`config.mk`:
```
export PLATFORM = sky130hd
export DESIGN_NAME = rgb_led_array
export DESIGN_NICKNAME = d
export VERILOG_FILES = /design/src/rtl/rgb_led_pkg.sv /design/src/rtl/rgb_led_array_channel.sv /design/src/rtl/rgb_led_array.sv
export SDC_FILE = /design/constraint.sdc
export NUM_CORES = 1
export LEC_CHECK = 0
export CORE_AREA = 4 4 237 181
export DETAILED_ROUTE_END_ITERATION = 12
export DIE_AREA = 0 0 241 185
export DONT_BUFFER_PORTS = 1
export RECOVER_POWER = 50
export SLEW_MARGIN = 20
export SYNTH_ARGS = -nofsm -noshare
export SYNTH_HDL_FRONTEND = slang
export SYNTH_SLANG_ARGS = --single-unit
```
`constraint.sdc`:
```
create_clock -name clk -period 10.3 [get_ports clk]
set_input_delay 1.03 -clock clk [delete_from_list [all_inputs] [get_ports clk]]
set_output_delay 1.03 -clock clk [all_outputs]
set_load 0.05 [all_outputs]
```
`src/rtl/rgb_led_pkg.sv`:
```
// Shared types and helpers for the multi-LED PWM driver.
// Pure definitions: no latency, no backpressure.
package rgb_led_pkg;

   typedef enum logic [1:0] {
      MODE_OFF     = 2'd0,
      MODE_SOLID   = 2'd1,
      MODE_BLINK   = 2'd2,
      MODE_BREATHE = 2'd3
   } mode_t;

   // Widest duty the scaling helper handles; callers zero-extend into it.
   localparam int SCALE_W = 16;
   localparam int PROD_W  = 2 * SCALE_W;

   function automatic int clog2_min1(input int n);
      return (n <= 2) ? 1 : $clog2(n);
   endfunction

   // (duty * (level + 1)) >> bits: exact duty at level==MAX, zero at level==0.
   function automatic logic [SCALE_W-1:0] breathe_scale(
      input logic [SCALE_W-1:0] duty,
      input logic [SCALE_W-1:0] level,
      input int unsigned        bits
   );
      logic [PROD_W-1:0] prod;
      prod = PROD_W'(duty) * (PROD_W'(level) + PROD_W'(1));
      return SCALE_W'(prod >> bits);
   endfunction

endpackage

```
`src/rtl/rgb_led_array_channel.sv`:
```
// One colour of one LED: picks the effective duty from mode and compares against pwm_cnt.
// Pin registered one cycle after its inputs; no backpressure.
module rgb_pwm_channel
   import rgb_led_pkg::*;
#(
   parameter int PWM_BITS   = 8,
   parameter bit ACTIVE_LOW = 1'b1
) (
   input  logic                clk,
   input  logic                n_rst,
   input  logic [PWM_BITS-1:0] duty,
   input  mode_t               mode,
   input  logic                blink_on,
   input  logic [PWM_BITS-1:0] level,
   input  logic [PWM_BITS-1:0] pwm_cnt,
   output logic                pin
);

   localparam logic OFF_LVL = ACTIVE_LOW;

   logic [PWM_BITS-1:0] eff;
   logic                lit;

   always_comb begin
      eff = '0;
      case (mode)
         MODE_OFF:     eff = '0;
         MODE_SOLID:   eff = duty;
         MODE_BLINK:   eff = blink_on ? duty : '0;
         MODE_BREATHE: eff = PWM_BITS'(breathe_scale(SCALE_W'(duty), SCALE_W'(level), PWM_BITS));
         default:      eff = '0;
      endcase
   end

   assign lit = (pwm_cnt < eff);

   always_ff @(posedge clk or negedge n_rst) begin
      if (!n_rst) begin
         pin <= OFF_LVL;
      end else begin
         pin <= lit ^ OFF_LVL;
      end
   end

endmodule

```
`src/rtl/rgb_led_array.sv`:
```
// Drives NUM_LEDS RGB LEDs from double-buffered per-LED config, swapped in at PWM frame boundaries.
// Pins lag counters/config by one cycle; writes are always accepted (no backpressure).
module rgb_led_array
   import rgb_led_pkg::*;
#(
   parameter int NUM_LEDS     = 1,
   parameter int PWM_BITS     = 8,
   parameter int BLINK_PERIOD = 27000000,
   parameter int BREATHE_STEP = 105000,
   parameter bit ACTIVE_LOW   = 1'b1,
   parameter int IDX_W        = clog2_min1(NUM_LEDS)
) (
   input  logic                  clk,
   input  logic                  n_rst,
   input  logic                  cfg_we,
   input  logic [IDX_W-1:0]      cfg_idx,
   input  logic [3*PWM_BITS-1:0] cfg_rgb,
   input  logic [1:0]            cfg_mode,
   output logic [NUM_LEDS-1:0]   led_r,
   output logic [NUM_LEDS-1:0]   led_g,
   output logic [NUM_LEDS-1:0]   led_b,
   output logic                  frame_start
);

   localparam int BLINK_W = clog2_min1(BLINK_PERIOD);
   localparam int STEP_W  = clog2_min1(BREATHE_STEP);

   localparam logic [PWM_BITS-1:0] PWM_LAST   = PWM_BITS'((1 << PWM_BITS) - 2);
   localparam logic [PWM_BITS-1:0] LVL_MAX    = '1;
   localparam logic [BLINK_W-1:0]  BLINK_LAST = BLINK_W'(BLINK_PERIOD - 1);
   localparam logic [BLINK_W-1:0]  BLINK_HALF = BLINK_W'(BLINK_PERIOD / 2);
   localparam logic [STEP_W-1:0]   STEP_LAST  = STEP_W'(BREATHE_STEP - 1);

   logic [PWM_BITS-1:0] pwm_cnt;
   logic [BLINK_W-1:0]  blink_cnt;
   logic [STEP_W-1:0]   step_cnt;
   logic [PWM_BITS-1:0] level;
   logic                level_up;
   logic                boundary;
   logic                blink_on;
   logic                wr_ok;

   logic [3*PWM_BITS-1:0] pend_rgb [NUM_LEDS];
   mode_t                 pend_mode[NUM_LEDS];
   logic [3*PWM_BITS-1:0] act_rgb  [NUM_LEDS];
   mode_t                 act_mode [NUM_LEDS];

   assign boundary = (pwm_cnt == PWM_LAST);
   assign blink_on = (blink_cnt < BLINK_HALF);
   assign wr_ok    = cfg_we && (int'(cfg_idx) < NUM_LEDS);

   always_ff @(posedge clk or negedge n_rst) begin
      if (!n_rst) begin
         pwm_cnt     <= '0;
         blink_cnt   <= '0;
         step_cnt    <= '0;
         level       <= '0;
         level_up    <= 1'b1;
         frame_start <= 1'b0;
      end else begin
         pwm_cnt     <= boundary ? '0 : pwm_cnt + PWM_BITS'(1);
         blink_cnt   <= (blink_cnt == BLINK_LAST) ? '0 : blink_cnt + BLINK_W'(1);
         frame_start <= boundary;
         if (step_cnt == STEP_LAST) begin
            step_cnt <= '0;
            // Endpoints are visited once, then the ramp turns around.
            if (level_up) begin
               if (level == LVL_MAX) begin
                  level    <= level - PWM_BITS'(1);
                  level_up <= 1'b0;
               end else begin
                  level <= level + PWM_BITS'(1);
               end
            end else begin
               if (level == '0) begin
                  level    <= level + PWM_BITS'(1);
                  level_up <= 1'b1;
               end else begin
                  level <= level - PWM_BITS'(1);
               end
            end
         end else begin
            step_cnt <= step_cnt + STEP_W'(1);
         end
      end
   end

   // A write landing on the boundary cycle goes straight into the active bank.
   always_ff @(posedge clk or negedge n_rst) begin
      if (!n_rst) begin
         for (int i = 0; i < NUM_LEDS; i++) begin
            pend_rgb[i]  <= '0;
            pend_mode[i] <= MODE_OFF;
            act_rgb[i]   <= '0;
            act_mode[i]  <= MODE_OFF;
         end
      end else begin
         for (int i = 0; i < NUM_LEDS; i++) begin
            if (wr_ok && (int'(cfg_idx) == i)) begin
               pend_rgb[i]  <= cfg_rgb;
               pend_mode[i] <= mode_t'(cfg_mode);
            end
            if (boundary) begin
               if (wr_ok && (int'(cfg_idx) == i)) begin
                  act_rgb[i]  <= cfg_rgb;
                  act_mode[i] <= mode_t'(cfg_mode);
               end else begin
                  act_rgb[i]  <= pend_rgb[i];
                  act_mode[i] <= pend_mode[i];
               end
            end
         end
      end
   end

   for (genvar i = 0; i < NUM_LEDS; i++) begin : g_led
      rgb_pwm_channel #(.PWM_BITS(PWM_BITS), .ACTIVE_LOW(ACTIVE_LOW)) u_r (
         .clk      (clk),
         .n_rst    (n_rst),
         .duty     (act_rgb[i][3*PWM_BITS-1:2*PWM_BITS]),
         .mode     (act_mode[i]),
         .blink_on (blink_on),
         .level    (level),
         .pwm_cnt  (pwm_cnt),
         .pin      (led_r[i])
      );
      rgb_pwm_channel #(.PWM_BITS(PWM_BITS), .ACTIVE_LOW(ACTIVE_LOW)) u_g (
         .clk      (clk),
         .n_rst    (n_rst),
         .duty     (act_rgb[i][2*PWM_BITS-1:PWM_BITS]),
         .mode     (act_mode[i]),
         .blink_on (blink_on),
         .level    (level),
         .pwm_cnt  (pwm_cnt),
         .pin      (led_g[i])
      );
      rgb_pwm_channel #(.PWM_BITS(PWM_BITS), .ACTIVE_LOW(ACTIVE_LOW)) u_b (
         .clk      (clk),
         .n_rst    (n_rst),
         .duty     (act_rgb[i][PWM_BITS-1:0]),
         .mode     (act_mode[i]),
         .blink_on (blink_on),
         .level    (level),
         .pwm_cnt  (pwm_cnt),
         .pin      (led_b[i])
      );
   end

endmodule

```
==> results of run 1 <==
flip-flops by register name (all words and copies together) (netlist names):
signal and cells:
step_cnt 17, act_mode 2, level 8, g_led.u_b.pin 1, frame_start 1, blink_cnt 25
pend_rgb 24, g_led.u_g.pin 1, pwm_cnt 8, pend_mode 2, g_led.u_r.pin 1, act_rgb 24
level_up 1
power groups by stage:
stage / Clock, µW / Sequential (µW) / Combinational, µW
floorplan: 0 / 477 / 19.9
global placement: 0 / 478 / 22.9
detailed placement: 0 / 478 / 23.9
CTS: 689 / 470 / 23.9
global route: 710 / 471 / 25.9
finish: 674 / 470 / 23.1
cell usage in the layout, fill, tap and decap left out, types with 5 or more instances in the layout:
cell type,synthesis,final
nor3_1,10,9
xnor2_1,44,41
fa_1,120,120
nand2_1,139,139
nand3_1,33,33
inv_1,146,146
nor2b_1,41,41
ha_1,124,124
buf_4,0,9
clkbuf_16,0,17
bufinv_16,0,5
nor2_1,55,55
mux2_2,27,27
dfrtp_1,111,111
a31oi_1,8,8
a21o_1,10,10
nand4_1,15,15
or3_1,6,6
a21oi_1,38,38
and2_1,133,133
and3_1,22,22
a22oi_1,13,13
nand2b_1,9,8
xor2_1,28,28
o21ai_0,24,24
worst paths after layout:
path	endpoint	depth (start not counted)	start
max	g_led[0].u_r.pin	23	level[0]
min	blink_cnt[10]	0	n_rst
max reg2reg	g_led[0].u_r.pin	23	level[0]
min reg2reg	step_cnt[0]	1	step_cnt[0]
max in group asynchronous	level_up	0	n_rst
min in group clk	step_cnt[0]	1	step_cnt[0]
routing by layer:
metal	wire (µm)	share of wire (%)
met4	337	1.2
met3	1442	5.2
met1	14030	50
met2	12030	43
met5	0	0
cell families after synthesis:
kind of cell               Yosys count
AOI/OAI and AO/OA                  135
muxes                               28
xor gates and xnor gates            72
and+or+nand+nor                    487
adders and majority gates          244
buffers and inverters              215
DFF                                115
area by class of cell:
class | count | area share [%]
multi-input cells | 966 | 63.46
inverters | 147 | 4.173
flip-flops and latches | 115 | 21.80
clock inverters | 11 | 1.504
well taps | 528 | 4.996
repair buffers | 9 | 0.5109
clock buffers | 21 | 3.558
stage by stage:
stage	utilization (%)	cell area [µm²]	hold WS (ns)
after floorplan	-	12080	0.4329
after global placement	30.98	12550	0.4551
after detailed placement	30.98	12550	0.4647
after CTS	32.64	13220	0.2778
after global routing	32.64	13220	0.2738
final	32.64	13220	0.2994
==> metrics, run 1 <==
status=finished clean; Setup Viol. Count Final=0; Root Driver=clkbuf_16; hold buffers post-CTS=0; total power=1167 µW; Num Clock Sinks=115; CTS tree=done; worst slack at placement=2.927 ns; worst hold path class=in -> async; initial antenna violation count=0; sequential share of power=40.3%; complex-gate fraction of the synthesized area=7.519%; switch share=between 20% and 30%; CP endpoint kind=flop; WP buf/inv=4; deepest clock path buffer count=2; antenna viol nets, final=0; delay-heaviest family, CP=adder cells; Seq cells post-synth=115; Post-synth ARST share=100.0%; Post-synth EDFFs=0; Reg2Reg Setup Slack=2.92 ns; number of port buffers=0; largest net degree at the start of global routing=116; met2 Use GR=between 10% and 20%; Placed Cells=about 1800; CP peak stage delay=0.89 ns; Synth top area share=22.99%; power density cells=88.27 nW/µm²; multi-input logic area=8392 µm²; Area growth syn-to-layout=9.455%; gpl congestion=0.8434; Max Clock Freq=135.6 MHz; max-slew violations=0; Cell Chain, Critical Path=inv_1 -> ha_1 -> nand2_1 -> fa_1 -> fa_1 -> inv_1 -> fa_1 -> inv_1 -> fa_1 -> inv_1 -> ha_1 -> a2111oi_0 -> o31a_1 -> o31ai_2 -> a211oi_1 -> o21bai_1 -> xor2_1 -> a22oi_1 -> ha_1 -> and4_1 -> nand4_1 -> a311o_1 -> nand3_1; core area=40520 µm²; row cnt=64; synth cell count leaders=146 x inv_1, 139 x nand2_1, 133 x and2_1; Inserted Clock Buffers=17; Synth Warn #=0; internal power=between 900 and 1000 µW; GRT busiest layer=met2; initial core utilization=29.82%; Crit Path Max Fanout=24; first-pass GRT wire length=46800 µm; Worst-Skew Late Latency=0.42 ns; Fin Clk Skew=0.008236 ns; setup repair bufs after CTS=0; Post-Syn Instances=about 1300; Mapped Avg Cell Area=9.322 µm²; grt total ovfl=0; setup repair after global routing missed its margin=no; # nets final=1530; area leader, netlist=dfrtp_1; Fin Setup TNS=0 ns; Synth Flop Type=dfrtp_1; Fin. Hold Viols=0; drt drc=0; area occupied by registers=2883 µm²; vias in the first global route=between 8000 and 9000; critical path arrival=7.74 ns; Worst-path clk slew=~0.06 ns; syn_nets=about 1600; period utilization=71.61%; htree depth=4; vias=~8700; Ports=34; maxcap violations=0; mux cell area share after synthesis=between 2 and 3%; drt pass-1 iters=5; n_diodes=0; fill count=4174; met1 track demand over resource=a little under a fifth; largest family of logic cells by synthesized area=adder cells; Comb pwr share=under 10%; Slowest cell on crit path=ha_1; Post-Synth Simple-Gate Area=about a fifth; Finished Layout Cells=1797; Final Critical Period=7.376 ns; LEAKAGE=0.006527 µW; PostCTS Resize Cnt=0; IR drop worst, VDD=approximately 0.00011 V; Synth Area in XOR/XNOR=5.220%; Routed wire per std cell=15.50 µm; DIE WIDTH=241 µm; post-synth cell types=68; die area=44590 µm²; Synth Area in Adders=between 30% and 40%; Switching Power=between 200 and 250 µW; GR Util All Layers=13.09%; top post-synthesis cells by area=dfrtp_1 23%, fa_1 20%, ha_1 13%; DR iter-0 viols=about 540; met3 Track Usage GR=2.977%; most frequent cell after synthesis=inv_1; Die Y=185 µm; Post-Synthesis Cell Area=12080 µm²; final worst slack=2.924 ns; WS Path Type=reg -> reg; final wirelength=27850 µm; detailed placement HPWL=20350 µm; Slew headroom=a little under a third; Clk pwr share=57.8%; post-synthesis sequential area ratio=23.86%; WP data required=between 10 and 15 ns; worst-margin pin slew=1.031 ns; via density per instance=4.826; nature of the critical path startpoint=flop; share of cells above drive strength 1=under 10%
Power figures use the tool's default switching activity.
==> run 2: changes to the inputs <==
==> constraint.sdc (replaced) <==
create_clock -name clk -period 7.51 [get_ports clk]
set_input_delay 0.751 -clock clk [delete_from_list [all_inputs] [get_ports clk]]
set_output_delay 0.751 -clock clk [all_outputs]
set_load 0.05 [all_outputs]
==> run 2 against run 1 <==
Clock power is 27% higher. First-iteration DRC count is 11% lower. Register-to-register slack worse by 2.4 ns. Combinational power is 58% higher. Global-route usage is 0.52 points higher. Largest cell class unchanged. Largest power group unchanged.
==> metrics, run 2 (same netlist as run 1, synthesis figures left out) <==
status=finished clean; CP endpoint kind=flop; power density cells=116.0 nW/µm² (+31%); deepest clock path buffer count=2 (unchanged); commonest non-fill, non-tap cell in the layout=inv_1; Cell Chain, Critical Path=and3_1 -> xnor2_2 -> buf_4 -> nand2b_1 -> fa_1 -> fa_1 -> inv_1 -> fa_1 -> inv_1 -> fa_1 -> inv_1 -> ha_1 -> a2111oi_0 -> o31a_1 -> o31ai_2 -> a211oi_1 -> o21bai_1 -> xor2_1 -> a22oi_1 -> ha_1 -> and4_1 -> nand4_1 -> a311o_1 -> nand3_1; most flop-heavy register=blink_cnt; vias=8651 (-0.25%); grt total ovfl=0 (unchanged); Largest register FFs=25 (unchanged); initial core utilization=29.82% (unchanged); drt drc=0 (unchanged); largest net degree at the start of global routing=89 (-23%); delay-heaviest family, CP=adder cells; Fin Clk Skew=0.01131 ns (+0.003078 ns); WP data required=7.86 ns (-2.80 ns); via density per instance=4.793 (-0.70%); hold slack final=0.02775 ns (-0.2717 ns); Slowest cell on crit path=xnor2_2; row cnt=64 (unchanged); PostCTS Resize Cnt=0 (unchanged); Area growth syn-to-layout=9.600%; critical path arrival=7.37 ns (-0.37 ns); Num Clock Sinks=115 (unchanged); CTS tree=done; CP peak stage delay=0.60 ns (-0.29 ns); Inserted Clock Buffers=17 (unchanged); Routed wire per std cell=15.72 µm (+1.4%); Worst-path clk slew=0.06 ns (about the same); antenna viol nets, final=0 (unchanged); Final Critical Period=7.024 ns (-0.3519 ns); drt pass-1 iters=5 (unchanged); LEAKAGE=0.006543 µW (+0.24%); setup repair bufs after CTS=0 (unchanged); Fin Setup TNS=0 ns (unchanged); n_diodes=0 (unchanged); setup repair after global routing missed its margin=no; Max Clock Freq=142.4 MHz (+5.0%); worst hold path class=in -> async; number of port buffers=0 (unchanged); Root Driver=clkbuf_16; Die Y=185 µm (unchanged); core area=40520 µm² (unchanged); Slew headroom=33.16% (+1.9 points); Ports=34 (unchanged); Fin. Hold Viols=0 (unchanged); gpl congestion=0.8179 (-3.0%); fill count=4187 (+0.31%); final wirelength=28370 µm (+1.9%); nature of the critical path startpoint=flop; maxcap violations=0 (unchanged); period utilization=93.53% (+22 points); first-pass GRT wire length=48550 µm (+3.7%); die area=44590 µm² (unchanged); DR iter-0 viols=478 (-11%); cell count along the critical path=24 (+4.3%); htree depth=4 (unchanged); Crit Path Max Fanout=13 (-46%); Reg2Reg Setup Slack=0.49 ns (-2.44 ns); GR Util All Layers=13.60% (+0.52 points); worst-margin pin slew=0.9987 ns (-0.03211 ns); # nets final=1538 (+0.52%); initial antenna violation count=0 (unchanged); Top Registers=blink_cnt x25, act_rgb x24, pend_rgb x24; IR drop worst, VDD=0.0001479 V (+38%); WS Path Type=reg -> reg; DIE WIDTH=241 µm (unchanged); final core occ=32.68% (+0.043 points); share of cells above drive strength 1=7.439% (+0.43 points); Worst Reg-to-Reg Cells=24 (+4.3%); WP buf/inv=4 (unchanged); commonest non-fill, non-tap cells in the layout=146 x inv_1, 139 x nand2_1, 132 x and2_1, 124 x ha_1, 120 x fa_1; vias in the first global route=9022 (+1.1%); Setup Viol. Count Final=0 (unchanged); max-slew violations=0 (unchanged); CP most frequent cell=fa_1; detailed placement HPWL=20580 µm (+1.1%); Worst-Skew Late Latency=0.43 ns (about the same)
run 2: cell count changes in the layout (fill, tap and decap cells not counted), sizes merged:
cell	previous run	this run
clkbuf	21	20
clkinv	2	4
dlygate4sd3	0	3
buf	9	14
bufinv	5	3
clkinvlp	3	4
run 2: worst paths after layout:
| check | startpoint | endpoint |
|---|---|---|
| worst min register to register | step_cnt[0] | step_cnt[0] |
| max in group asynchronous | n_rst | blink_cnt[2] |
| min in group clk | step_cnt[0] | step_cnt[0] |
| worst min-delay path | n_rst | blink_cnt[7] |
| worst max-delay path | level[0] | g_led[0].u_r.pin |
| worst max register to register | level[0] | g_led[0].u_r.pin |
run 2: layout make-up:
class	count	area [µm²]	area share, %
sequential	115	2883	21.77
inverter	147	551.8	4.167
clock buffer	20	466.7	3.525
timing repair buffer	17	135.1	1.021
multi-input combinational	966	8392	63.38
tap	528	660.6	4.989
clock inverter	12	152.6	1.153
run 2: power breakdown:
group          switching, µW  internal, µW
logic                   17.4          19.2
clock network            307           547
registers               4.30           640
run 2: timing repair:
action / in CTS / in global routing
endpoints found under the hold margin: 17 / 0
endpoints found under the setup margin: 0 / 0
hold buffers: 3 / 0
run 2: metal layers:
layer | share of wire, % | global-route usage [%] | vias up
met3 | 4.1 | 2.605 | 21
li1 | - | - | 4141
met5 | 0 | 0 | -
met1 | 52 | 20.17 | 4325
met4 | 1.3 | 3.235 | 0
met2 | 43 | 20.54 | 164
run 2: metrics by stage:
step                cells  total power [µW]  cell area (µm²)  setup WS (ns)
global placement     1770             686.4            12590         0.6935
finish               1805              1535            13240         0.4863
floorplan            1296             681.4            12080          1.262
global route         1805              1592            13240         0.1191
detailed placement   1770             688.0            12590         0.5715
CTS                  1805              1560            13240         0.5448
run 2: worst reg2reg max path, cell delays in order, from the launching register on:
cell	delay, ns
dfrtp_1	0.52
and3_1	0.29
xnor2_2	0.60
buf_4	0.37
nand2b_1	0.17
fa_1	0.41
fa_1	0.49
inv_1	0.06
fa_1	0.52
inv_1	0.05
fa_1	0.52
inv_1	0.04
ha_1	0.21
a2111oi_0	0.37
o31a_1	0.29
o31ai_2	0.18
a211oi_1	0.38
o21bai_1	0.14
xor2_1	0.17
a22oi_1	0.09
ha_1	0.31
and4_1	0.22
nand4_1	0.10
a311o_1	0.32
nand3_1	0.13
==> run 3: changes to the inputs <==
==> constraint.sdc (replaced) <==
create_clock -name clk -period 7.5 [get_ports clk]
set_input_delay 0.75 -clock clk [delete_from_list [all_inputs] [get_ports clk]]
set_output_delay 0.75 -clock clk [all_outputs]
set_load 0.05 [all_outputs]
==> run 3 against run 2 <==
First-iteration DRC count rose by 11%. Sequential cell count did not move. Critical endpoint is now g_led[0].u_b.pin. Non-clock buffer count fell by 1. Register-to-register slack improved by 0.19 ns. Routed wire length rose by 1.0%. Via count fell by 0.39%.
==> metrics, run 3 (same netlist as run 1, synthesis figures left out) <==
Final Critical Period=6.824 ns (-0.1995 ns); CTS tree=done; commonest non-fill, non-tap cells in the layout=146 x inv_1, 139 x nand2_1, 133 x and2_1, 124 x ha_1, 120 x fa_1; Reg2Reg Setup Slack=0.68 ns (+0.19 ns); initial core utilization=29.82% (unchanged); antenna viol nets, final=0 (unchanged); largest net degree at the start of global routing=93 (+4.5%); power density cells=115.7 nW/µm² (-0.19%); Worst Reg-to-Reg Cells=24 (unchanged); die area=44590 µm² (unchanged); nature of the critical path startpoint=flop; DR iter-0 viols=532 (+11%); DIE WIDTH=241 µm (unchanged); core area=40520 µm² (unchanged); worst-margin pin slew=1.289 ns (+0.2908 ns); # nets final=1537 (-0.065%); Worst R2R Start=level[0]; Fin. Hold Viols=0 (unchanged); status=finished clean; vias=8617 (-0.39%); first-pass GRT wire length=48310 µm (-0.48%); Area growth syn-to-layout=9.352%; LEAKAGE=0.006541 µW (about the same); initial antenna violation count=0 (unchanged); Slew headroom=14.04% (-19 points); Root Driver=clkbuf_16; gpl congestion=0.8546 (+4.5%); drt pass-1 iters=5 (unchanged); maxcap violations=0 (unchanged); Inserted Clock Buffers=17 (unchanged); Routed wire per std cell=15.89 µm (+1.1%); period utilization=90.99% (-2.5 points); Die Y=185 µm (unchanged); Num Clock Sinks=115 (unchanged); max-slew violations=0 (unchanged); Worst-path clk slew=0.06 ns (about the same); final core occ=32.61% (-0.074 points); Max Clock Freq=146.5 MHz (+2.9%); n_diodes=0 (unchanged); WS Path Type=reg -> reg; drt drc=0 (unchanged); IR drop worst, VDD=0.0001536 V (+3.8%); worst hold path class=in -> async; setup repair bufs after CTS=0 (unchanged); Setup Viol. Count Final=0 (unchanged); detailed placement HPWL=21060 µm (+2.3%); commonest non-fill, non-tap cell in the layout=inv_1; number of port buffers=0 (unchanged); most flop-heavy register=blink_cnt; Top Registers=blink_cnt x25, act_rgb x24, pend_rgb x24; row cnt=64 (unchanged); deepest clock path buffer count=2 (unchanged); Fin Clk Skew=0.01423 ns (+0.002918 ns); vias in the first global route=9205 (+2.0%); GR Util All Layers=13.52% (-0.088 points); via density per instance=4.777 (-0.34%); final wirelength=28660 µm (+1.0%); CP endpoint kind=flop; setup repair after global routing missed its margin=no; Fin Setup TNS=0 ns (unchanged); Largest register FFs=25 (unchanged); htree depth=4 (unchanged); share of cells above drive strength 1=7.210% (-0.23 points); grt total ovfl=0 (unchanged); Reg-to-Reg End=g_led[0].u_b.pin; WP data required=7.87 ns (about the same); Ports=34 (unchanged); Crit Path Max Fanout=24 (+11); critical path arrival=7.19 ns (-0.18 ns); Worst-Skew Late Latency=0.43 ns (about the same)
-- run 3: report_power, final --
part / internal (µW) / leakage [µW] / switching [µW]
registers: 641 / 0.00136 / 4.38
logic: 18.6 / 0.00488 / 16.9
clock network: 547 / 0.000301 / 301
total: 1210 / 0.00654 / 322
-- run 3: routing by layer --
metal	GRT usage (%)	up-vias	wire length (µm)
met1	19.32	4293	14450
met5	0	-	0
met2	21.39	154	12800
met3	2.441	30	1052
li1	-	4140	-
met4	3.212	0	362
-- run 3: worst max-delay path, cell delays in order (launching register included) --
cell	delay (ns)
dfrtp_1	0.54
ha_1	0.25
and3_1	0.28
and3_1	0.24
xor2_1	0.15
buf_4	0.30
and2_1	0.19
fa_1	0.43
fa_1	0.49
fa_1	0.56
inv_1	0.06
fa_1	0.53
inv_1	0.04
ha_1	0.21
or2_2	0.32
a2111oi_4	0.41
nor3_2	0.10
o31a_1	0.29
or3_1	0.31
a32oi_1	0.22
ha_1	0.16
and4_1	0.22
nand4_1	0.10
a311o_1	0.27
nand3_1	0.09
-- run 3: area by class of cell --
type	instances	area, µm²
clock buffer	23	478.0
timing repair buffer	16	118.9
tap	528	660.6
clock inverter	9	127.6
sequential	115	2883
inverter	147	551.8
fill	4189	27310
multi-input combinational	966	8392
-- run 3: worst max-delay path by stage --
stage                        to  slack, ns     start  cells past startpoint
2_1_floorplan  g_led[0].u_b.pin       1.25  level[0]                     26
3_3_place_gp   g_led[0].u_b.pin       0.90  level[0]                     24
3_5_place_dp   g_led[0].u_b.pin       0.67  level[0]                     24
4_1_cts        g_led[0].u_b.pin       0.67  level[0]                     24
5_1_grt        g_led[0].u_b.pin       0.26  level[0]                     24
6_report       g_led[0].u_b.pin       0.68  level[0]                     24
-- run 3: stage by stage --
stage,hold slack (ns),setup WS (ns),std cells,area (µm²),total power [µW]
final,0.02640,0.6757,1804,13210,1529
after global routing,0.001016,0.2622,1804,13210,1583
after CTS,0.001761,0.6709,1804,13230,1552
after detailed placement,0.4586,0.6710,1770,12590,688.8
after global placement,0.4519,0.9034,1770,12590,687.1
after floorplan,0.4329,1.252,1296,12080,682.3
-- run 3: repair_timing --
item,4_1_cts,5_1_grt
resized for setup,0,0
hold buffers,2,0
endpoints found under the hold margin,19,0
